**src/rtl/demod_pkg.sv**
```systemverilog
// Shared types and width helpers for the FM demodulator datapath.
package demod_pkg;

  typedef enum logic {
    ST_PRIME = 1'b0,
    ST_RUN   = 1'b1
  } fsm_state_e;

  // Accumulator must hold 2**decim_log2 summed phase differences without overflow.
  function automatic int acc_width(input int ph_bits, input int decim_log2);
    return ph_bits + decim_log2;
  endfunction

  function automatic int cnt_width(input int decim_log2);
    return (decim_log2 < 1) ? 1 : decim_log2;
  endfunction

endpackage

```
**src/rtl/deemph_iir.sv**
```systemverilog
// One-pole de-emphasis low-pass: y <= y + ((x - y) >>> SHIFT), updated when en is high.
module deemph_iir #(
  parameter int W     = 32,
  parameter int SHIFT = 4
) (
  input  logic                clk_in,
  input  logic                RST,
  input  logic                en,
  input  logic signed [W-1:0] x,
  output logic signed [W-1:0] y
);

  logic signed [W-1:0] y_q, y_d;
  logic signed [W:0]   delta;

  // One extra bit so x - y cannot overflow before the shift.
  always_comb begin
    delta = (W+1)'(x) - (W+1)'(y_q);
    y_d   = y_q;
    if (en) begin
      y_d = y_q + W'(delta >>> SHIFT);
    end
  end

  always_ff @(posedge clk_in or posedge RST) begin
    if (RST) begin
      y_q <= '0;
    end else begin
      y_q <= y_d;
    end
  end

  assign y = y_q;

endmodule

```
**src/rtl/fm_phase_discriminator.sv**
```systemverilog
// Phase-difference FM discriminator: wrapped phase delta, block average/decimate, magnitude squelch.
// Optional de-emphasis IIR on the block output is enabled with `define FM_DEEMPHASIS_EN.
module fm_phase_discriminator
  import demod_pkg::*;
#(
  parameter int PH_BITS      = 32,
  parameter int XY_BITS      = 12,
  parameter int DECIM_LOG2   = 2,
  parameter int OUT_BITS     = 16,
  parameter int SQ_TH        = 64,
  parameter int DEEMPH_SHIFT = 4
) (
  input  logic                clk_in,
  input  logic                RST,
  input  logic [PH_BITS-1:0]  phase_i,
  input  logic [XY_BITS:0]    mag_i,
  input  logic                valid_in,
  output logic [OUT_BITS-1:0] freq_o,
  output logic                squelch_o,
  output logic                valid_out
);

  localparam int ACC_W = acc_width(PH_BITS, DECIM_LOG2);
  localparam int CNT_W = cnt_width(DECIM_LOG2);
  localparam logic [CNT_W-1:0] CNT_LAST = CNT_W'((1 << DECIM_LOG2) - 1);
  localparam logic [XY_BITS:0] SQ_TH_C  = (XY_BITS+1)'(SQ_TH);

  fsm_state_e state_q, state_d;
  logic [PH_BITS-1:0] prev_ph_q, prev_ph_d;
  logic               prev_lo_q, prev_lo_d;
  logic [PH_BITS-1:0] s1_cur_q, s1_cur_d, s1_prev_q, s1_prev_d;
  logic               s1_vld_q, s1_vld_d, s1_sq_q, s1_sq_d;
  logic [PH_BITS-1:0] diff_q, diff_d;
  logic               diff_vld_q, diff_vld_d, diff_sq_q, diff_sq_d;
  logic signed [ACC_W-1:0] acc_q, acc_d;
  logic [CNT_W-1:0]   cnt_q, cnt_d;
  logic               sq_blk_q, sq_blk_d;
  logic               squelch_q, squelch_d;
  logic               valid_q, valid_d;

  logic                    mag_lo;
  logic signed [ACC_W-1:0] diff_ext, acc_sum, avg_full;
  logic [PH_BITS-1:0]      avg;
  logic                    blk_end, sq_any;

  assign mag_lo = (mag_i < SQ_TH_C);

  // Stage 1: FSM and sample capture. A low magnitude on either end of a diff taints it.
  always_comb begin
    state_d   = state_q;
    prev_ph_d = prev_ph_q;
    prev_lo_d = prev_lo_q;
    s1_vld_d  = 1'b0;
    s1_cur_d  = s1_cur_q;
    s1_prev_d = s1_prev_q;
    s1_sq_d   = s1_sq_q;
    if (valid_in) begin
      prev_ph_d = phase_i;
      prev_lo_d = mag_lo;
      case (state_q)
        ST_PRIME: state_d = ST_RUN;
        ST_RUN: begin
          s1_vld_d  = 1'b1;
          s1_cur_d  = phase_i;
          s1_prev_d = prev_ph_q;
          s1_sq_d   = mag_lo | prev_lo_q;
        end
        default: state_d = ST_PRIME;
      endcase
    end
  end

  // Stage 2: modular subtraction gives the wrapped difference with no unwrap logic.
  always_comb begin
    diff_vld_d = s1_vld_q;
    diff_d     = diff_q;
    diff_sq_d  = diff_sq_q;
    if (s1_vld_q) begin
      diff_d    = s1_cur_q - s1_prev_q;
      diff_sq_d = s1_sq_q;
    end
  end

  // Stage 3: block accumulate and average.
  always_comb begin
    diff_ext = ACC_W'(signed'(diff_q));
    acc_sum  = acc_q + diff_ext;
    avg_full = acc_sum >>> DECIM_LOG2;
    avg      = avg_full[PH_BITS-1:0];
    sq_any   = sq_blk_q | diff_sq_q;
    blk_end  = diff_vld_q && (cnt_q == CNT_LAST);
    acc_d    = acc_q;
    cnt_d    = cnt_q;
    sq_blk_d = sq_blk_q;
    if (diff_vld_q) begin
      if (blk_end) begin
        acc_d    = '0;
        cnt_d    = '0;
        sq_blk_d = 1'b0;
      end else begin
        acc_d    = acc_sum;
        cnt_d    = cnt_q + CNT_W'(1);
        sq_blk_d = sq_any;
      end
    end
  end

  always_ff @(posedge clk_in or posedge RST) begin
    if (RST) begin
      state_q    <= ST_PRIME;
      prev_ph_q  <= '0;
      prev_lo_q  <= 1'b0;
      s1_cur_q   <= '0;
      s1_prev_q  <= '0;
      s1_vld_q   <= 1'b0;
      s1_sq_q    <= 1'b0;
      diff_q     <= '0;
      diff_vld_q <= 1'b0;
      diff_sq_q  <= 1'b0;
      acc_q      <= '0;
      cnt_q      <= '0;
      sq_blk_q   <= 1'b0;
      squelch_q  <= 1'b0;
      valid_q    <= 1'b0;
    end else begin
      state_q    <= state_d;
      prev_ph_q  <= prev_ph_d;
      prev_lo_q  <= prev_lo_d;
      s1_cur_q   <= s1_cur_d;
      s1_prev_q  <= s1_prev_d;
      s1_vld_q   <= s1_vld_d;
      s1_sq_q    <= s1_sq_d;
      diff_q     <= diff_d;
      diff_vld_q <= diff_vld_d;
      diff_sq_q  <= diff_sq_d;
      acc_q      <= acc_d;
      cnt_q      <= cnt_d;
      sq_blk_q   <= sq_blk_d;
      squelch_q  <= squelch_d;
      valid_q    <= valid_d;
    end
  end

`ifdef FM_DEEMPHASIS_EN
  logic               blk_vld_q, blk_vld_d, blk_sq_q, blk_sq_d;
  logic [PH_BITS-1:0] blk_x_q, blk_x_d;
  logic [PH_BITS-1:0] y;

  // Squelched blocks drive zero into the filter so it decays rather than holds.
  always_comb begin
    blk_vld_d = blk_end;
    blk_sq_d  = blk_sq_q;
    blk_x_d   = blk_x_q;
    if (blk_end) begin
      blk_sq_d = sq_any;
      blk_x_d  = sq_any ? '0 : avg;
    end
    valid_d   = blk_vld_q;
    squelch_d = blk_vld_q ? blk_sq_q : squelch_q;
  end

  always_ff @(posedge clk_in or posedge RST) begin
    if (RST) begin
      blk_vld_q <= 1'b0;
      blk_sq_q  <= 1'b0;
      blk_x_q   <= '0;
    end else begin
      blk_vld_q <= blk_vld_d;
      blk_sq_q  <= blk_sq_d;
      blk_x_q   <= blk_x_d;
    end
  end

  deemph_iir #(
    .W     (PH_BITS),
    .SHIFT (DEEMPH_SHIFT)
  ) u_deemph (
    .clk_in (clk_in),
    .RST    (RST),
    .en     (blk_vld_q),
    .x      (blk_x_q),
    .y      (y)
  );

  assign freq_o = y[PH_BITS-1 -: OUT_BITS];
`else
  logic [OUT_BITS-1:0] freq_q, freq_d;

  always_comb begin
    valid_d   = blk_end;
    freq_d    = freq_q;
    squelch_d = squelch_q;
    if (blk_end) begin
      freq_d    = sq_any ? '0 : avg[PH_BITS-1 -: OUT_BITS];
      squelch_d = sq_any;
    end
  end

  always_ff @(posedge clk_in or posedge RST) begin
    if (RST) begin
      freq_q <= '0;
    end else begin
      freq_q <= freq_d;
    end
  end

  assign freq_o = freq_q;
`endif

  assign squelch_o = squelch_q;
  assign valid_out = valid_q;

endmodule

```
**config.mk**
```make
export PLATFORM = sky130hd
export DESIGN_NAME = fm_phase_discriminator
export DESIGN_NICKNAME = d
export VERILOG_FILES = /design/src/rtl/demod_pkg.sv /design/src/rtl/deemph_iir.sv /design/src/rtl/fm_phase_discriminator.sv
export SDC_FILE = /design/constraint.sdc
export NUM_CORES = 1
export LEC_CHECK = 0
export ABC_AREA = 1
export BUFFER_PORTS_ARGS = -buffer_cell sky130_fd_sc_hd__buf_2
export CAP_MARGIN = 10
export CORE_MARGIN = 8
export CORE_UTILIZATION = 38
export CTS_BUF_LIST = sky130_fd_sc_hd__clkbuf_4 sky130_fd_sc_hd__clkbuf_8
export CTS_CLUSTER_SIZE = 40
export DETAILED_ROUTE_END_ITERATION = 7
export PLACE_DENSITY = 0.54
export SLEW_MARGIN = 5
export SYNTH_ARGS = -nofsm -noshare
export SYNTH_HDL_FRONTEND = slang
export SYNTH_SLANG_ARGS = --single-unit
```
**constraint.sdc**
```tcl
create_clock -name clk_in -period 15.7 [get_ports clk_in]
set_clock_uncertainty 0.1 [all_clocks]
set_input_delay 0 -clock clk_in [delete_from_list [all_inputs] [get_ports clk_in]]
set_output_delay 0 -clock clk_in [all_outputs]
set_load 0.02 [all_outputs]
```
After elaboration in Yosys (flattened, before gate mapping). Index checks and enable logic that the tools add are counted.

Register bits after elaboration: 189. Bits in latches: 0. Memory bits (writable): 0. Memory bits (read-only): 0. Bits of input ports: 48. Output and inout port bits: 18. Word-level logic and storage cells: 31. Memories kept: 0.

Add/sub/neg operators: 3. Multipliers: 0. Div/mod/pow operators: 0. Order comparisons: 1. Eq/ne operators: 1. Shifts and indexed selects: 0. Mux-type cells: 6. Bitwise operators: 2. Reductions and logical operators: 2.

Operators with widths (count): 34-bit by 32-bit adder with 34-bit output (1); 34-bit 2-to-1 mux (1); 32-bit subtractor (1); 16-bit 2-to-1 mux (1); 13-bit by 7-bit < comparator with 1-bit output (second input constant) (1); 1-bit 2-to-1 mux (3); 2-bit by 1-bit adder with 2-bit output (second input constant) (1); 2-bit == test (second input constant) (1); 2-bit 2-to-1 mux (1); 1-bit bitwise OR (2); 2-bit AND reduction (1); 1-bit logical AND (1).

Longest topological paths before layout.
Depth after elaboration: 3. Depth in mapped cells: 15. Depth with buffers taken out: 15.

Worst setup path before layout. OpenSTA, ideal clock, no wires.

Path kind: flip-flop to flip-flop. Start point: register s1_prev_q[0]. End point: register diff_q[30]. Setup time: 118 ps. Arrival: 1799 ps. Required time: 15482 ps. Setup slack: 13683 ps. Stages on the path, launching flop included: 15. Buffers on the path: 0. Cell sequence: dfrtp_1 ha_1 fa_1 inv_1 nand2_1 o21ai_2 nand2_1 nand2_1 nand2_1 nand2_2 nand2_1 nand2_1 nand2_1 nand3_1 nand2_1.

Longest elaborated chain between the ends: 1.

RTL lines: start: declaration (line fm_phase_discriminator.sv:31) `logic [PH_BITS-1:0] s1_cur_q, s1_cur_d, s1_prev_q, s1_prev_d;`; start signal: assignment (line fm_phase_discriminator.sv:130) `s1_prev_q <= s1_prev_d;`; 32-bit subtractor (line fm_phase_discriminator.sv:79) `diff_d = s1_cur_q - s1_prev_q;`; end signal: assignment (line fm_phase_discriminator.sv:133) `diff_q <= diff_d;`; end: declaration (line fm_phase_discriminator.sv:33) `logic [PH_BITS-1:0] diff_q, diff_d;`.

Every way passes these cells. A chain may end at the register's enable or synchronous reset.

Worst setup path after layout.
Start point: input valid_in. End point: register s1_cur_q[1].

Longest elaborated chain between the ends: 1.

RTL lines: start: declaration (line fm_phase_discriminator.sv:17) `input logic valid_in,`; 2-bit AND reduction (no line); end signal: assignment (line fm_phase_discriminator.sv:129) `s1_cur_q <= s1_cur_d;`; end: declaration (line fm_phase_discriminator.sv:31).

Every way passes these cells.

==> impl_metrics.env <==
export IMPL_clk_pin_slew_ns=0.11
export IMPL_maxSlewViolCount=0
export IMPL_ios=66
export IMPL_r2r_cells=4
export IMPL_fmax_mhz=322.0
export IMPL_tightest_slew_ns=1.093
export IMPL_reg2reg_slack_ns=12.74
export IMPL_path_max_fanout=96
export IMPL_cts_root_buf="clkbuf_8"
export IMPL_syn_to_final_growth_pct=13.25
export IMPL_layout_drive_gt1_share_pct=8.654
export IMPL_grt_ovfl_total=0
export IMPL_post_drt_wl_per_cell_um=13.29
export IMPL_period_share_pct=19.78
export IMPL_cp_start_kind="primary input"
export IMPL_irDropWorstVdd_v=0.00007056
export IMPL_cts_inserted_buffers=17
export IMPL_fin_nets=1790
export IMPL_clock_sinks=189
export IMPL_drcViolationCount=0
export IMPL_critical_path_class="in2reg"
export IMPL_fin_setup_tns_ns=0
export IMPL_finalHoldViolCount=0
export IMPL_cts_setup_buffers=0
export IMPL_hold_path_class="in2async"
export IMPL_synth_area_sq_um=11370
export IMPL_setup_viol=0
export IMPL_cts_tree="built"
export IMPL_rows=63
export IMPL_period_minus_slack_ns=3.106
export IMPL_vias=9705
export IMPL_slowest_stage="clkinv_1"
export IMPL_synth_nets=1701
export IMPL_antenna_found_initial=0
export IMPL_place_hpwl_um=20760
export IMPL_start_util_pct=38.46
export IMPL_fp_dieH_um=189.0
export IMPL_ys_seq_area_share_pct=41.60
export IMPL_ctsResizeCount=0
export IMPL_end_kind="flip-flop"
export IMPL_drv_cap=0
export IMPL_clock_latency_ns=0.50
export IMPL_p_per_area_nw_per_um2=156.0
export IMPL_htreeDepth=4
export IMPL_die_area_sq_um=35710
export IMPL_first_pass_iters=4
export IMPL_die_x_um=189.0
export IMPL_routed_top_layer="met4"
export IMPL_drt_antenna_violating_nets=0
export IMPL_rsz0062_at_grt="false"
export IMPL_core_area_sq_um=29560
export IMPL_antenna_cells=0
export IMPL_status="complete, no violations"
export IMPL_maxSlewHeadroom_pct=26.65
export IMPL_cts_path_max_buffers=2
export IMPL_timing_rr_start="state_q"
export IMPL_arrival_ns=3.39
export IMPL_critPathRequiredTime_ns=15.99
export IMPL_regToRegEndpoint="s1_cur_q[1]"
export IMPL_drt_vias_per_instance=4.673
export IMPL_instances_no_fill=2077
export IMPL_drt_iter0_markers=487
export IMPL_wl_met1_um=14000
export IMPL_io_buffers=59
export IMPL_grt_pass1_vias=9451
export IMPL_finalWeightedCongestion=0.8963
export IMPL_routed_wl_um=27610
export IMPL_synthCells=1586
export IMPL_grt_max_degree=122
export IMPL_grt_pass1_wl_um=46450
export IMPL_leakage_nw=6.960
export IMPL_met2_length_um=12360
export IMPL_wl_met3_um=764
export IMPL_ys_ff_latch=189
export IMPL_place_inst=2007
export IMPL_path_cells="dlygate4sd3_1, buf_2, buf_4, nand2_2, buf_4, clkinv_1, o21ai_0"
export IMPL_critPathMaxStageDelay_ns=1.13
export IMPL_grt_usage_pct=15.85
export IMPL_finish_instance_area_sq_um=12880
export IMPL_syn_area_per_cell_sq_um=7.169
export IMPL_yosysUniqueCellTypes=37
export IMPL_crit_top_cell="buf_4"
export IMPL_crit_start="valid_in"
export IMPL_place_area_sq_um=12080
export IMPL_yosysWarningCount=0
## state kept, by name, summed over array words and instances, names as in the netlist, 2 cells and up
| register | flops |
|---|---|
| diff_q | 32 |
| acc_q | 34 |
| freq_o | 16 |
| s1_prev_q | 32 |
| cnt_q | 2 |
| s1_cur_q | 32 |
| prev_ph_q | 32 |
## cells in the mapped netlist (all sizes together)
master	instances	area share, %
xnor2	23	1.8
a22o	3	0.23
a21oi	77	3.5
nand3	96	4.5
nor3	9	0.48
a31oi	1	0.055
clkinv	2	0.066
and2	2	0.11
nor4	3	0.28
or2	3	0.17
o21ai	143	6.3
nand2	602	20
nor3b	1	0.11
inv	223	7.4
o21bai	3	0.20
fa	2	0.35
xor2	4	0.31
a21o	3	0.20
nand3b	6	0.40
dfrtp	189	42
nor2	84	2.9
a32o	1	0.088
nand4	6	0.33
clkbuf	27	0.89
buf	8	0.30
ha	65	7.2
## critical path: cells and delay by family
family | cells | cell delay [ns]
AOI/OAI and AO/OA | 1 | 0.50
buffers and inverters | 5 | 2.74
and+or+nand+nor | 1 | 0.13
## layout by cell type (no fill, tap or decap), types with 39 or more instances in the layout
cell type,instances
o21ai_0,129
dfrtp_1,189
ha_1,65
nand3_1,89
nand2_1,581
buf_2,59
dlygate4sd3_1,39
inv_1,220
a21oi_1,75
nor2_1,76
## final cells by class
class | instances | area, sq um
Clock buffer | 23 | 310.3
Clock inverter | 8 | 92.59
Fill cell | 3090 | 16680
Inverter | 225 | 852.1
Multi-Input combinational cell | 1137 | 5665
Sequential cell | 189 | 4730
Tap cell | 390 | 488.0
Timing Repair Buffer | 105 | 738.2
## routing by layer
layer / global-route usage [%] / vias to the layer above
li1: - / 5190
met1: 21.92 / 4379
met2: 24.99 / 103
met3: 2.888 / 33
met4: 4.630 / 0
met5: 0 / -
## timing repair
item | in CTS | in global routing
setup endpoints to repair | 0 | 0
endpoints found under the hold margin | 186 | 0
hold buffers | 39 | 0
## per-stage QoR
step	total power, mW	hold slack (ns)	util (%)	setup slack, ns
2_1_floorplan	1.426	0.009615	-	10.46
3_3_place_gp	1.663	0.1162	40.88	12.61
3_5_place_dp	1.675	0.1160	40.88	12.56
4_1_cts	2.030	0.1050	43.56	12.51
5_1_grt	2.204	0.1257	43.56	12.21
6_report	2.009	0.1248	43.56	12.59
## where the power goes
part	switching, mW	leakage, nW	internal (mW)	total, mW
clock network	0.183	0.206	0.152	0.335
registers	0.0728	2.32	0.603	0.675
logic	0.644	4.43	0.355	0.999
## logic make-up (layout without fill, tap and decap cells)
| kind of cell | Yosys count | count (layout) | synth area share, % |
|---|---|---|---|
| xor+xnor | 27 | 27 | 2.080 |
| compound gates | 231 | 231 | 10.55 |
| simple gates | 812 | 812 | 29.65 |
| fa+ha+maj | 67 | 67 | 7.505 |
| buf+inv | 260 | 361 | 8.617 |
| flops | 189 | 189 | 41.60 |
## worst max path at each step
stage	to	cells after the start
floorplan	acc_q[0]	1
global placement	s1_cur_q[1]	6
detailed placement	s1_cur_q[1]	6
CTS	s1_cur_q[1]	7
global route	s1_cur_q[1]	7
finish	s1_cur_q[1]	7
(Power assumes the default switching activity.)
